`src/rtl/hand_packet_scheduler_if.sv`:
```
// Handshake and data bundle between the hand-coordinate source, the scheduler
// and the byte-wide UART transmitter.
interface hand_packet_scheduler_if;
  logic        enable;
  logic        coord_valid;
  logic [11:0] hand_x_left_top;
  logic [11:0] hand_y_left_top;
  logic [11:0] hand_x_left_bottom;
  logic [11:0] hand_y_left_bottom;
  logic        tx_busy;
  logic        tx_start;
  logic [7:0]  tx_data;
  logic        packet_active;
  logic [15:0] packets_sent;
  logic [7:0]  dropped_updates;

  // Environment side: supplies coordinates and transmitter status
  modport master (
    output enable, coord_valid,
    output hand_x_left_top, hand_y_left_top, hand_x_left_bottom, hand_y_left_bottom,
    output tx_busy,
    input  tx_start, tx_data, packet_active, packets_sent, dropped_updates
  );

  // Scheduler side
  modport slave (
    input  enable, coord_valid,
    input  hand_x_left_top, hand_y_left_top, hand_x_left_bottom, hand_y_left_bottom,
    input  tx_busy,
    output tx_start, tx_data, packet_active, packets_sent, dropped_updates
  );
endinterface

```
`src/rtl/hand_packet_scheduler.sv`:
```
// Frames camera 2's hand coordinates into sync-prefixed packets and feeds them
// byte by byte to a start/busy UART transmitter, with one pending update slot.
module hand_packet_scheduler #(
  parameter int unsigned SYNC_BYTES  = 3,
  parameter logic [7:0]  SYNC_VALUE  = 8'hFF,
  parameter int unsigned ACK_TIMEOUT = 16,
  parameter bit          FREE_RUN    = 1'b0
) (
  input  logic             clk_65mhz,
  input  logic             sys_rst,
  hand_packet_scheduler_if.slave bus
);

  localparam int unsigned NUM_BYTES = SYNC_BYTES + 6;
  localparam int unsigned IDX_W     = $clog2(NUM_BYTES);
  localparam int unsigned TMO_W     = $clog2(ACK_TIMEOUT) + 1;
  localparam int unsigned SNAP_W    = 48;

  localparam logic [IDX_W-1:0] LAST_IDX = IDX_W'(NUM_BYTES - 1);
  localparam logic [IDX_W-1:0] SYNC_N   = IDX_W'(SYNC_BYTES);
  localparam logic [TMO_W-1:0] TMO_LAST = TMO_W'(ACK_TIMEOUT - 1);

  // CAPTURE is the staging cycle between a direct snapshot load and its first byte
  typedef enum logic [2:0] {
    IDLE      = 3'd0,
    CAPTURE   = 3'd1,
    LOAD      = 3'd2,
    WAIT_ACK  = 3'd3,
    WAIT_DONE = 3'd4
  } state_e;

  state_e              state_q, state_d;
  logic [IDX_W-1:0]    idx_q, idx_d;
  logic [TMO_W-1:0]    tmo_q, tmo_d;
  logic [SNAP_W-1:0]   snap_q, snap_d;
  logic [SNAP_W-1:0]   shadow_q, shadow_d;
  logic                pending_q, pending_d;
  logic                tx_start_q, tx_start_d;
  logic [7:0]          tx_data_q, tx_data_d;
  logic                active_q, active_d;
  logic [15:0]         sent_q, sent_d;
  logic [7:0]          dropped_q, dropped_d;

  logic [SNAP_W-1:0]   coords_c;
  logic                direct_cap_c;
  logic                take_shadow_c;
  logic                done_last_c;

  // Byte for a given packet index: sync header, then top pair, then bottom pair
  function automatic logic [7:0] pick_byte(input logic [IDX_W-1:0] idx,
                                           input logic [SNAP_W-1:0] s);
    logic [11:0]      tx, ty, bx, by;
    logic [IDX_W-1:0] off;
    logic [7:0]       b;
    {tx, ty, bx, by} = s;
    off = idx - SYNC_N;
    if (idx < SYNC_N) begin
      b = SYNC_VALUE;
    end else begin
      case (off)
        IDX_W'(0): b = tx[11:4];
        IDX_W'(1): b = ty[7:0];
        IDX_W'(2): b = {tx[3:0], ty[11:8]};
        IDX_W'(3): b = bx[11:4];
        IDX_W'(4): b = by[7:0];
        IDX_W'(5): b = {bx[3:0], by[11:8]};
        default:   b = 8'h00;
      endcase
    end
    return b;
  endfunction

  // Next-state, snapshot/shadow bookkeeping and registered output preparation
  always_comb begin
    state_d       = state_q;
    idx_d         = idx_q;
    tmo_d         = tmo_q;
    snap_d        = snap_q;
    shadow_d      = shadow_q;
    pending_d     = pending_q;
    tx_start_d    = 1'b0;
    tx_data_d     = tx_data_q;
    active_d      = active_q;
    sent_d        = sent_q;
    dropped_d     = dropped_q;
    take_shadow_c = 1'b0;
    done_last_c   = 1'b0;
    coords_c      = {bus.hand_x_left_top, bus.hand_y_left_top,
                     bus.hand_x_left_bottom, bus.hand_y_left_bottom};
    direct_cap_c  = (state_q == IDLE) && bus.enable && !pending_q && !FREE_RUN &&
                    bus.coord_valid;

    case (state_q)
      IDLE: begin
        if (pending_q && bus.enable) begin
          take_shadow_c = 1'b1;
          state_d       = LOAD;
        end else if (FREE_RUN && bus.enable) begin
          state_d = LOAD;
        end else if (direct_cap_c) begin
          snap_d  = coords_c;
          state_d = CAPTURE;
        end
      end
      CAPTURE: state_d = LOAD;
      LOAD: begin
        // Timer counts elapsed cycles including the pulse cycle itself
        tmo_d   = TMO_W'(1);
        state_d = WAIT_ACK;
      end
      WAIT_ACK: begin
        if (bus.tx_busy) begin
          state_d = WAIT_DONE;
        end else if (tmo_q >= TMO_LAST) begin
          state_d = LOAD;
        end else begin
          tmo_d = tmo_q + TMO_W'(1);
        end
      end
      WAIT_DONE: begin
        if (!bus.tx_busy) begin
          if (idx_q != LAST_IDX) begin
            idx_d   = idx_q + IDX_W'(1);
            state_d = LOAD;
          end else begin
            done_last_c = 1'b1;
            idx_d       = '0;
            sent_d      = sent_q + 16'd1;
            if (pending_q && bus.enable) begin
              take_shadow_c = 1'b1;
              state_d       = LOAD;
            end else begin
              state_d = IDLE;
            end
          end
        end
      end
      default: state_d = IDLE;
    endcase

    if (take_shadow_c) begin
      snap_d    = shadow_q;
      pending_d = 1'b0;
    end

    // Updates that cannot start a packet right away park in the shadow slot
    if (bus.coord_valid && !direct_cap_c) begin
      shadow_d  = coords_c;
      pending_d = 1'b1;
      if (pending_q && !take_shadow_c && (dropped_q != 8'hFF)) begin
        dropped_d = dropped_q + 8'd1;
      end
    end

    if (state_d == LOAD) begin
      tx_start_d = 1'b1;
      tx_data_d  = pick_byte(idx_d, snap_d);
      active_d   = 1'b1;
    end else if (done_last_c) begin
      active_d = 1'b0;
    end
  end

  // State register
  always_ff @(posedge clk_65mhz or posedge sys_rst) begin
    if (sys_rst) begin
      state_q <= IDLE;
    end else begin
      state_q <= state_d;
    end
  end

  // Datapath and output registers
  always_ff @(posedge clk_65mhz or posedge sys_rst) begin
    if (sys_rst) begin
      idx_q      <= '0;
      tmo_q      <= '0;
      snap_q     <= '0;
      shadow_q   <= '0;
      pending_q  <= 1'b0;
      tx_start_q <= 1'b0;
      tx_data_q  <= '0;
      active_q   <= 1'b0;
      sent_q     <= '0;
      dropped_q  <= '0;
    end else begin
      idx_q      <= idx_d;
      tmo_q      <= tmo_d;
      snap_q     <= snap_d;
      shadow_q   <= shadow_d;
      pending_q  <= pending_d;
      tx_start_q <= tx_start_d;
      tx_data_q  <= tx_data_d;
      active_q   <= active_d;
      sent_q     <= sent_d;
      dropped_q  <= dropped_d;
    end
  end

  assign bus.tx_start        = tx_start_q;
  assign bus.tx_data         = tx_data_q;
  assign bus.packet_active   = active_q;
  assign bus.packets_sent    = sent_q;
  assign bus.dropped_updates = dropped_q;

endmodule

```
`src/flat_wrapper.sv`:
```
// flat-port wrapper written by rule: the top's interface ports become plain ports
module hand_packet_scheduler_flat 
#(
  parameter int unsigned SYNC_BYTES  = 3,
  parameter logic [7:0]  SYNC_VALUE  = 8'hFF,
  parameter int unsigned ACK_TIMEOUT = 16,
  parameter bit          FREE_RUN    = 1'b0
)
  (clk_65mhz, sys_rst, bus_enable, bus_coord_valid, bus_hand_x_left_top, bus_hand_y_left_top, bus_hand_x_left_bottom, bus_hand_y_left_bottom, bus_tx_busy, bus_tx_start, bus_tx_data, bus_packet_active, bus_packets_sent, bus_dropped_updates);
  hand_packet_scheduler_if bus_i ();
  input  logic clk_65mhz;
  input  logic sys_rst;
  input wire logic [$bits(bus_i.enable)-1:0] bus_enable;
  input wire logic [$bits(bus_i.coord_valid)-1:0] bus_coord_valid;
  input wire logic [$bits(bus_i.hand_x_left_top)-1:0] bus_hand_x_left_top;
  input wire logic [$bits(bus_i.hand_y_left_top)-1:0] bus_hand_y_left_top;
  input wire logic [$bits(bus_i.hand_x_left_bottom)-1:0] bus_hand_x_left_bottom;
  input wire logic [$bits(bus_i.hand_y_left_bottom)-1:0] bus_hand_y_left_bottom;
  input wire logic [$bits(bus_i.tx_busy)-1:0] bus_tx_busy;
  output wire logic [$bits(bus_i.tx_start)-1:0] bus_tx_start;
  output wire logic [$bits(bus_i.tx_data)-1:0] bus_tx_data;
  output wire logic [$bits(bus_i.packet_active)-1:0] bus_packet_active;
  output wire logic [$bits(bus_i.packets_sent)-1:0] bus_packets_sent;
  output wire logic [$bits(bus_i.dropped_updates)-1:0] bus_dropped_updates;
  assign bus_i.enable = bus_enable;
  assign bus_i.coord_valid = bus_coord_valid;
  assign bus_i.hand_x_left_top = bus_hand_x_left_top;
  assign bus_i.hand_y_left_top = bus_hand_y_left_top;
  assign bus_i.hand_x_left_bottom = bus_hand_x_left_bottom;
  assign bus_i.hand_y_left_bottom = bus_hand_y_left_bottom;
  assign bus_i.tx_busy = bus_tx_busy;
  assign bus_tx_start = bus_i.tx_start;
  assign bus_tx_data = bus_i.tx_data;
  assign bus_packet_active = bus_i.packet_active;
  assign bus_packets_sent = bus_i.packets_sent;
  assign bus_dropped_updates = bus_i.dropped_updates;
  hand_packet_scheduler #(.SYNC_BYTES(SYNC_BYTES), .SYNC_VALUE(SYNC_VALUE), .ACK_TIMEOUT(ACK_TIMEOUT), .FREE_RUN(FREE_RUN)) u_core (.clk_65mhz(clk_65mhz), .sys_rst(sys_rst), .bus(bus_i));
endmodule
```
`config.mk`:
```
export PLATFORM = sky130hd
export DESIGN_NAME = hand_packet_scheduler_flat
export DESIGN_NICKNAME = d
export VERILOG_FILES = /design/src/rtl/hand_packet_scheduler_if.sv /design/src/rtl/hand_packet_scheduler.sv /design/src/flat_wrapper.sv
export SDC_FILE = /design/constraint.sdc
export NUM_CORES = 1
export LEC_CHECK = 0
export ABC_AREA = 1
export BUFFER_PORTS_ARGS = -buffer_cell sky130_fd_sc_hd__buf_2
export CORE_MARGIN = 2
export CORE_UTILIZATION = 60
export DETAILED_ROUTE_END_ITERATION = 8
export PLACE_DENSITY = 0.86
export SLEW_MARGIN = 20
export SYNTH_ARGS = -nofsm -noshare
export SYNTH_HDL_FRONTEND = slang
export SYNTH_SLANG_ARGS = --single-unit
```
`constraint.sdc`:
```
create_clock -name clk_65mhz -period 6.2 [get_ports clk_65mhz]
set_input_delay 0.62 -clock clk_65mhz [delete_from_list [all_inputs] [get_ports clk_65mhz]]
set_output_delay 0.62 -clock clk_65mhz [all_outputs]
set_load 0.005 [all_outputs]
```
Word level (Yosys, flattened, before mapping)
Cells that the tools add are included.
- add/sub/neg operators: 5
- $lt $le $gt $ge: 2
- eq/ne operators: 14
- multiplexer cells: 32
- bitwise logic cells: 2
- reduce and logical (&&, ||, !) cells: 18
- operators by type and width (kind ; count):
    2-to-1 mux 48 bit ; 4
    one-hot mux 8 bit (6 select lines) ; 1
    2-to-1 mux 3 bit ; 6
    adder 16 x 1 -> 16 bit (second input constant) ; 1
    one-hot mux 3 bit (5 select lines) ; 1
    2-to-1 mux 4 bit ; 3
    2-to-1 mux 1 bit ; 11
    2-to-1 mux 5 bit ; 2
    one-hot mux 5 bit (2 select lines) ; 1
    equality test 3 x 2 -> 1 bit (second input constant) ; 3
    adder 8 x 1 -> 8 bit (second input constant) ; 1
    equality test 4 x 2 -> 1 bit (second input constant) ; 2
    equality test 4 x 3 -> 1 bit (second input constant) ; 2
    2-to-1 mux 8 bit ; 1
    inequality test 8 bit (second input constant) ; 1
    logical AND 1 bit ; 7
    AND reduction 3 bit ; 2
    nonzero test 2 bit ; 3
    adder 5 x 1 -> 5 bit (second input constant) ; 1
    >= comparator 5 x 4 -> 1 bit (second input constant) ; 1
    adder 4 x 1 -> 4 bit (second input constant) ; 1
    equality test 4 x 1 -> 1 bit (second input constant) ; 1
    zero test 4 bit ; 1
    less-than comparator 4 x 2 -> 1 bit (second input constant) ; 1
    other kinds (11) ; 15
- flip-flop bits (word level): 143
- input port bits: 53
- output and inout bits: 34
- logic and storage cells: 84

Depth between registers and ports, before layout
Gate-level depths: netlist (run 1).
- depth after elaboration: 10
- depth in mapped cells: 16
- gate-level depth less buffers: 14

Worst setup path after synthesis (run 1)
OpenSTA, ideal clock, no wires.
- path kind: input port to flip-flop
- start point: input bus_coord_valid
- end point: register u_core.tx_data_q[0], in the netlist u_core.bus.tx_data[0]
- setup time: 71 ps
- arrival time: 1869 ps
- required time: 6129 ps
- slack: 4259 ps
- cell stages on the path: 11
- path buffers: 3
- cells stage by stage: buf_2 > clkbuf_1 > clkbuf_1 > nand3_1 > nand3_1 > nand2_1 > nor2_1 > nor2_1 > nand3_1 > nor2_1 > nor2_1
- longest elaborated chain between the ends: 7
- elaborated cells on any way between the ends: 11
- classes of those cells: eq/ne: 1; mux: 9; reduce/logical: 1
- ends and longest elaborated chain (what ; RTL line ; RTL):
    start: declaration ; flat_wrapper.sv:14 ; input wire logic [$bits(bus_i.coord_valid)-1:0] bus_coord_valid;
    logical AND 1 bit * ; hand_packet_scheduler.sv:90 ; direct_cap_c = (state_q == IDLE) && bus.enable && !pending_q && !FREE_RUN &&
    2-to-1 mux 48 bit ; hand_packet_scheduler.sv:100 ; end else if (direct_cap_c) begin
    2-to-1 mux 48 bit ; hand_packet_scheduler.sv:95 ; if (pending_q && bus.enable) begin
    2-to-1 mux 48 bit ; hand_packet_scheduler.sv:93 ; case (state_q)
    2-to-1 mux 48 bit ; hand_packet_scheduler.sv:141 ; if (take_shadow_c) begin
    one-hot mux 8 bit (6 select lines) ; hand_packet_scheduler.sv:60 ; case (off)
    2-to-1 mux 8 bit ; hand_packet_scheduler.sv:57 ; if (idx < SYNC_N) begin
    end signal: assignment ; hand_packet_scheduler.sv:193 ; tx_data_q <= tx_data_d;
    end: declaration ; hand_packet_scheduler.sv:39 ; logic [7:0] tx_data_q, tx_data_d;
Mark *: on every way between the ends. The rest lies on a longest branch, timed or not.
A chain may end at the register's enable or synchronous reset.

Final worst setup path (run 1)
- start point: register u_core.idx_q[0]
- end point: register u_core.dropped_q[7], in the netlist u_core.bus.dropped_updates[7]
- longest elaborated chain between the ends: 8
- ends and longest elaborated chain (what ; RTL line ; RTL):
    start: declaration ; hand_packet_scheduler.sv:33 ; logic [IDX_W-1:0] idx_q, idx_d;
    start signal: assignment ; hand_packet_scheduler.sv:187 ; idx_q <= idx_d;
    inequality test 4 bit ; hand_packet_scheduler.sv:122 ; if (idx_q != LAST_IDX) begin
    2-to-1 mux 1 bit ; hand_packet_scheduler.sv:122 ;
    2-to-1 mux 1 bit ; hand_packet_scheduler.sv:121 ; if (!bus.tx_busy) begin
    one-hot mux 1 bit (2 select lines) ; hand_packet_scheduler.sv:93 ;
    zero test 1 bit ; hand_packet_scheduler.sv:150 ; if (pending_q && !take_shadow_c && (dropped_q != 8'hFF)) begin
    logical AND 1 bit (2 in a row) ; hand_packet_scheduler.sv:150 ;
    AND reduction 2 bit (no source line) ; n/a ;
    end signal: assignment ; hand_packet_scheduler.sv:196 ; dropped_q <= dropped_d;
    end: declaration ; hand_packet_scheduler.sv:42 ; logic [7:0] dropped_q, dropped_d;
No other way between the ends.

==> results of run 1 <==
==> cell type report <==
cell class | instances | area, um2 | share of cell area
Tap cell | 168 | 210 | 0.0245
Clock buffer | 22 | 484 | 0.0564
Clock inverter | 10 | 181 | 0.0211
Sequential cell | 143 | 3580 | 0.417
Multi-Input combinational cell | 636 | 3030 | 0.354
Inverter | 157 | 597 | 0.0696
Timing Repair Buffer | 92 | 495 | 0.0578
==> routing by layer <==
metal / routed length [um] / GRT usage / vias up
met5: 0 / 0 / -
met4: 369 / 0.109 / 0
met3: 1160 / 0.0532 / 33
met2: 8470 / 0.454 / 258
met1: 7470 / 0.379 / 3013
li1: - / - / 3150
==> stage by stage <==
stage	area, um2	utilization	instances
global placement	7890	0.654	1195
global route	8580	0.711	1228
floorplan	7420	-	980
detailed placement	7890	0.654	1195
finish	8580	0.711	1228
CTS	8550	0.709	1227
==> critical path, delay by kind of cell (launching register included) <==
family / cells / cell delay [ps]
AO/OA/AOI/OAI: 1 / 160
adder cells (fa/ha/maj): 1 / 190
AND/OR/NAND/NOR: 9 / 2840
buffers and inverters: 1 / 90
flip-flops: 1 / 390
==> cells in the mapped netlist, drive strengths merged, types with 4 or more instances <==
master    n
buf      29
nand2   253
xor2     12
clkbuf   15
nand4     6
nand3   102
dfrtp   143
o21ai    46
a21oi    12
nor3      4
nand3b   41
xnor2     8
inv     157
nor2    137
ha        6
==> sequential cells by signal (all words and copies together) (netlist names) <==
register	count
u_core.bus.packets_sent	16
u_core.bus.tx_data	8
u_core.pending_q	1
u_core.state_q	3
u_core.bus.dropped_updates	8
u_core.idx_q	4
u_core.tmo_q	5
u_core.shadow_q	48
u_core.bus.packet_active	1
u_core.bus.tx_start	1
u_core.snap_q	48
==> report_power, final <==
| group | total [uW] | leakage [uW] | switching, uW | internal (uW) |
|---|---|---|---|---|
| clock | 1150 | 0.000326 | 392 | 755 |
| sequential | 1320 | 0.00167 | 124 | 1200 |
| combinational | 1320 | 0.00276 | 887 | 432 |
==> kinds of logic (layout without fill, tap and decap cells) <==
group / after synthesis / after routing / synth area share
simple gates: 546 / 546 / 0.327
compound gates: 64 / 64 / 0.0463
flops: 143 / 143 / 0.482
xor+xnor: 20 / 20 / 0.0236
buf+inv: 201 / 281 / 0.111
fa+ha+maj: 6 / 6 / 0.0101
==> cells in the final DEF (no fill, tap or decap), types with 2 or more instances in the layout <==
cell type and count:
nand3_1 100, xnor2_1 8, nor2_2 2, nand2_1 247, xor2_1 12, nand4_1 6, nor3_1 3, nor2_4 4
ha_1 6, dfrtp_1 143, clkbuf_16 17, o21ai_0 42, bufinv_16 5, inv_1 150, inv_2 5, nand2_2 6
nor2_1 131, clkbuf_8 4, nand3b_1 41, nand3_2 2, a21oi_1 12, buf_2 86, o21ai_1 2, buf_4 5
clkinv_2 3
==> final timing paths <==
kind,start,end,depth (start not counted)
hold reg to reg,u_core.bus.packets_sent[15],u_core.bus.packets_sent[15],1
max in group asynchronous,sys_rst,u_core.shadow_q[32],3
hold / removal,sys_rst,u_core.snap_q[44],2
setup reg to reg,u_core.idx_q[0],u_core.bus.dropped_updates[7],12
setup / recovery,u_core.idx_q[0],u_core.bus.dropped_updates[7],12
min in group clk_65mhz,bus_hand_x_left_bottom[6],u_core.shadow_q[18],3
==> summary.md, run 1 <==
| Metric | Value |
|---|---|
| Initial antenna violation count | `0` |
| Antenna Nets Post-Route | `0` |
| Pin count of the biggest net entering global routing | `99` |
| Layout cells sized above 1 | `0.139` |
| RSZ-0062 raised after global routing | `false` |
| Dominant synthesized flop cell | `dfrtp_1` |
| Status | `finished, final reports clean` |
| Skew-Pair Late Insertion Delay | `430 ps` |
| Total GRT Usage | `0.281` |
| CTS Buf Count | `17` |
| Yosys warning count | `0` |
| Cells after synthesis | `980` |
| Maximum fanout along the worst path | `just under 50` |
| First-pass GRT wire length | `between 20 and 30 mm` |
| Critical Setup Path Class | `flop to flop` |
| Cell taking the most area after synthesis | `dfrtp_1` |
| Reg clk slew, reported paths | `roughly 60 ps` |
| CP max stage cell | `nand2_2` |
| DRT iter0 DRCs | `~560` |
| Async S/R FF share, synth | `1.00` |
| Final setup viols | `0` |
| Yosys reg bits | `roughly 140` |
| CP Launch Type | `flop` |
| CTS-repair resized insts | `0` |
| H-tree depth | `4` |
| CTS max path bufs | `2` |
| Mean Syn Cell Area | `7.58 um2` |
| Diode count | `0` |
| DIE WIDTH | `roughly 120 um` |
| Final nets | `approximately 1,100` |
| Max Freq | `about 260 MHz` |
| Area Overhead vs Synth | `15.6%` |
| Power Density | `roughly 440 nW/um2` |
| Die height | `roughly 120 um` |
| Synthesized net count | `1,039` |
| TritonCTS clock tree | `built` |
| Crit. End Element | `flop` |
| Period minus WS final | `about 3800 ps` |
| Vias per Instance | `5.26` |
| Pwr Total | `~3800 uW` |
| Number of I/O port buffers | `86` |
| Worst-margin pin slew | `1010 ps` |
| Worst slew margin | `0.322` |
| DRC viols | `0` |
| Most common cell type on the critical path | `nand2_2` |
| Ranking of synthesized cells by area | `dfrtp_1 (48%), nand2_1 (12%), inv_1 (7.6%), nand3_1 (6.7%), nor2_1 (6.6%)` |
| Leakage | `~0.0048 uW` |
| Core area | `~12,000 um2` |
| Die area | `between 10,000 and 15,000 um2` |
| Global route overflow | `0` |
| Detailed Route WL | `approximately 17 mm` |
| Fill cells | `932` |
| EDFF count, synth | `0` |
| Min Hold Slack | `about 330 ps` |
| Clock Skew | `8.50 ps` |
| Hold Vio Cnt, Final | `0` |
| Vias in the first global route | `6,073` |
| Io pins | `87` |
| Setup_tns | `0 ps` |
| Synth top area share | `0.482` |
| Setup ws final | `approximately 2400 ps` |
| Maximum vdd drop | `0.000225 V` |
| Initial Util | `0.616` |
| Worst Hold Class | `input pin to asynchronous set/reset pin` |
| CP cell instances | `inv_1 -> ha_1 -> nand3_1 -> nor2_1 -> nand2_2 -> nand2_2 -> nand2_2 -> nand2_1 -> nor3_4 -> nand4_1 -> o21ai_1 -> nand2_1` |
| Root buf cell | `clkbuf_16` |
| Cell Rows | `40` |
| Crit-path max cell delay | `1040 ps` |
| Yosys cell types | `35` |
| CP required | `6510 ps` |
| Arrival time worst endpoint | `approximately 4100 ps` |
| DRT Pass-1 Iters | `8` |
| Post-synthesis sequential area ratio | `0.482` |
| Routed len/inst | `around 14 um` |
| Max-cap violation count | `0` |
| R2r setup slk | `2370 ps` |
| Via count | `6,454` |
| Period utilization | `0.617` |
| Setup Buffers After CTS | `0` |
| Post-Syn Area | `between 7000 and 8000 um2` |
| Final HPWL DP | `~11 mm` |
| Pre-CTS WS | `2440 ps` |
| # clock sinks | `143` |
| Final Max Slew Viols | `0` |
| Placer Congestion | `0.854` |
| Hold buffer count at cts | `0` |
(Power assumes the default switching activity.)
==> inputs of run 2 (changes only) <==
CORE_UTILIZATION = 59   (was 60)
PLACE_DENSITY = 0.85   (was 0.86)
clock period = 3.74 ns   (was 6.2 ns; I/O delays follow)
==> summary.md, run 2 (synthesis gave the netlist of run 1 again) <==
| Metric | Value |
|---|---|
| Detailed Route WL | `18.3 mm (+4.8%)` |
| Global route overflow | `0 (unchanged)` |
| Layout Cells excl Fill | `1,229 (+0.081%)` |
| Footprint of the multi-input gates | `3030 um2 (unchanged)` |
| Final setup viols | `0 (unchanged)` |
| Maximum fanout along the worst path | `31 (-37%)` |
| Crit. End Element | `flop` |
| Io pins | `87 (unchanged)` |
| RSZ-0062 raised after global routing | `false` |
| Clock Skew | `11.0 ps (+2.51 ps)` |
| Routed len/inst | `14.9 um (+4.7%)` |
| Pin count of the biggest net entering global routing | `98 (-1.0%)` |
| Period minus WS final | `2730 ps (-1090 ps)` |
| Arrival time worst endpoint | `3040 ps (-1100 ps)` |
| DIE WIDTH | `116 um (+0.82%)` |
| Antenna Nets Post-Route | `0 (unchanged)` |
| Commonest non-fill, non-tap cell in the layout | `nand2_1` |
| Max-cap violation count | `0 (unchanged)` |
| CTS max path bufs | `2 (unchanged)` |
| Skew-Pair Late Insertion Delay | `430 ps (about the same)` |
| Vias in the first global route | `6,213 (+2.3%)` |
| Fill cells | `989 (+6.1%)` |
| # clock sinks | `143 (unchanged)` |
| Final Max Slew Viols | `0 (unchanged)` |
| Hold Vio Cnt, Final | `0 (unchanged)` |
| DRT iter0 DRCs | `559 (+0.36%)` |
| First-pass GRT wire length | `30.1 mm (+3.1%)` |
| CP required | `4050 ps (-2460 ps)` |
| Post-Layout Inst Area | `8490 um2 (-0.99%)` |
| Vias per Instance | `5.31 (+1.1%)` |
| Maximum vdd drop | `0.000398 V (+77%)` |
| Final Util | `0.698 (-0.0129)` |
| Worst-margin pin slew | `872 ps (-141 ps)` |
| CP Launch Type | `flop` |
| Critical Setup Path Class | `flop to flop` |
| Final nets | `1,111 (+0.45%)` |
| Root buf cell | `clkbuf_16` |
| Placer Congestion | `0.874 (+2.4%)` |
| Setup_tns | `0 ps (unchanged)` |
| Total GRT Usage | `0.291 (+0.00974)` |
| CTS-repair resized insts | `0 (unchanged)` |
| Area Overhead vs Synth | `14.4%` |
| Die area | `13,500 um2 (+1.6%)` |
| Status | `finished, final reports clean` |
| Power Density | `707 nW/um2 (+60%)` |
| Reg2reg path depth | `15 (+3)` |
| Die height | `116 um (+0.82%)` |
| Placed Cells | `1,200 (+0.42%)` |
| DRT Pass-1 Iters | `6 (-2)` |
| Period utilization | `0.731 (+0.113)` |
| Core area | `12,200 um2 (+0.83%)` |
| Worst slew margin | `0.419 (+0.0966)` |
| Worst hold stages | `3` |
| Final HPWL DP | `11.7 mm (+7.4%)` |
| DP Area | `7940 um2 (+0.62%)` |
| TritonCTS clock tree | `built` |
| Layout cells sized above 1 | `0.139 (about the same)` |
| Diode count | `0 (unchanged)` |
| Worst Hold Class | `input pin to flop` |
| Initial antenna violation count | `0 (unchanged)` |
| Leakage | `0.00473 uW (-0.77%)` |
| CTS Buf Count | `17 (unchanged)` |
| DRC viols | `0 (unchanged)` |
| Number of I/O port buffers | `86 (unchanged)` |
| Cell Rows | `40 (unchanged)` |
| Reg clk slew, reported paths | `50 ps (about the same)` |
| Initial Util | `0.610 (-0.00507)` |
| H-tree depth | `4 (unchanged)` |
| FF/Latch Area | `3580 um2 (unchanged)` |
| Max Freq | `366 MHz (+40%)` |
| Via count | `6,528 (+1.1%)` |
| Commonest cells after routing, fill and taps aside | `nand2_1 (247), inv_1 (150), dfrtp_1 (143)` |
## run 2: cell types whose count changed in the layout (fill, tap and decap cells not counted), sizes merged
| cell | previous run | this run |
|---|---|---|
| clkbuf | 22 | 20 |
| inv | 157 | 156 |
| bufinv | 5 | 2 |
| buf | 92 | 96 |
| clkinvlp | 1 | 2 |
| dlygate4sd3 | 0 | 1 |
| clkinv | 4 | 5 |
## run 2: routing by layer
layer | track usage | wire [um] | share of wire
met5 | 0 | 0 | 0
met4 | 0.113 | 420 | 0.023
met3 | 0.0690 | 1290 | 0.070
met2 | 0.460 | 8670 | 0.47
met1 | 0.393 | 7930 | 0.43
## run 2: worst max-delay path, stage by stage, from the launching register on
cell and delay (ps):
dfrtp_1 400, inv_1 90, ha_1 210, nand3_1 130, nor2_1 70, nand2_2 230
nand2_2 100, nand2_2 310, buf_4 410, nand3_1 130, nand2_1 100, nor2_1 50
nor2_1 150, nand3_1 80, nor2_1 90, nor2_1 50
## run 2: where the power goes
| group | total (uW) | internal (uW) | switching [uW] |
|---|---|---|---|
| Combinational | 2180 | 718 | 1460 |
| Sequential | 2220 | 1990 | 233 |
| Clock | 1600 | 993 | 611 |
| Total | 6000 | 3700 | 2300 |
## run 2: final timing paths
| path | slack (ps) | start | to |
|---|---|---|---|
| worst max-delay path | 1010 | u_core.idx_q[0] | u_core.bus.tx_data[7] |
| worst min-delay path | 210 | bus_hand_x_left_top[1] | u_core.shadow_q[37] |
| worst max register to register | 1010 | u_core.idx_q[0] | u_core.bus.tx_data[7] |
| worst min register to register | 470 | u_core.bus.packets_sent[15] | u_core.bus.packets_sent[15] |
| max in group asynchronous | 2390 | sys_rst | u_core.shadow_q[26] |
| min in group asynchronous | 530 | sys_rst | u_core.tmo_q[4] |
## run 2: cell type report
cell class,count,share of cell area
Tap cell,168,0.0247
Clock inverter,8,0.0109
Clock buffer,20,0.0538
Inverter,157,0.0701
Timing Repair Buffer,97,0.0622
Multi-Input combinational cell,636,0.357
Sequential cell,143,0.421
## run 2: stage by stage
stage | hold slack (ps) | power (uW) | setup WS (ps)
2_1_floorplan | 444 | 3770 | 1570
3_3_place_gp | 433 | 4260 | 1170
3_5_place_dp | 444 | 4350 | 1120
4_1_cts | 208 | 5990 | 1050
5_1_grt | 214 | 6430 | 808
6_report | 211 | 6000 | 1010
## run 2: what timing repair did
item / CTS / global route
hold endpoints to repair: 19 / 0
hold buffers: 1 / 0
setup buffers: 0 / 0
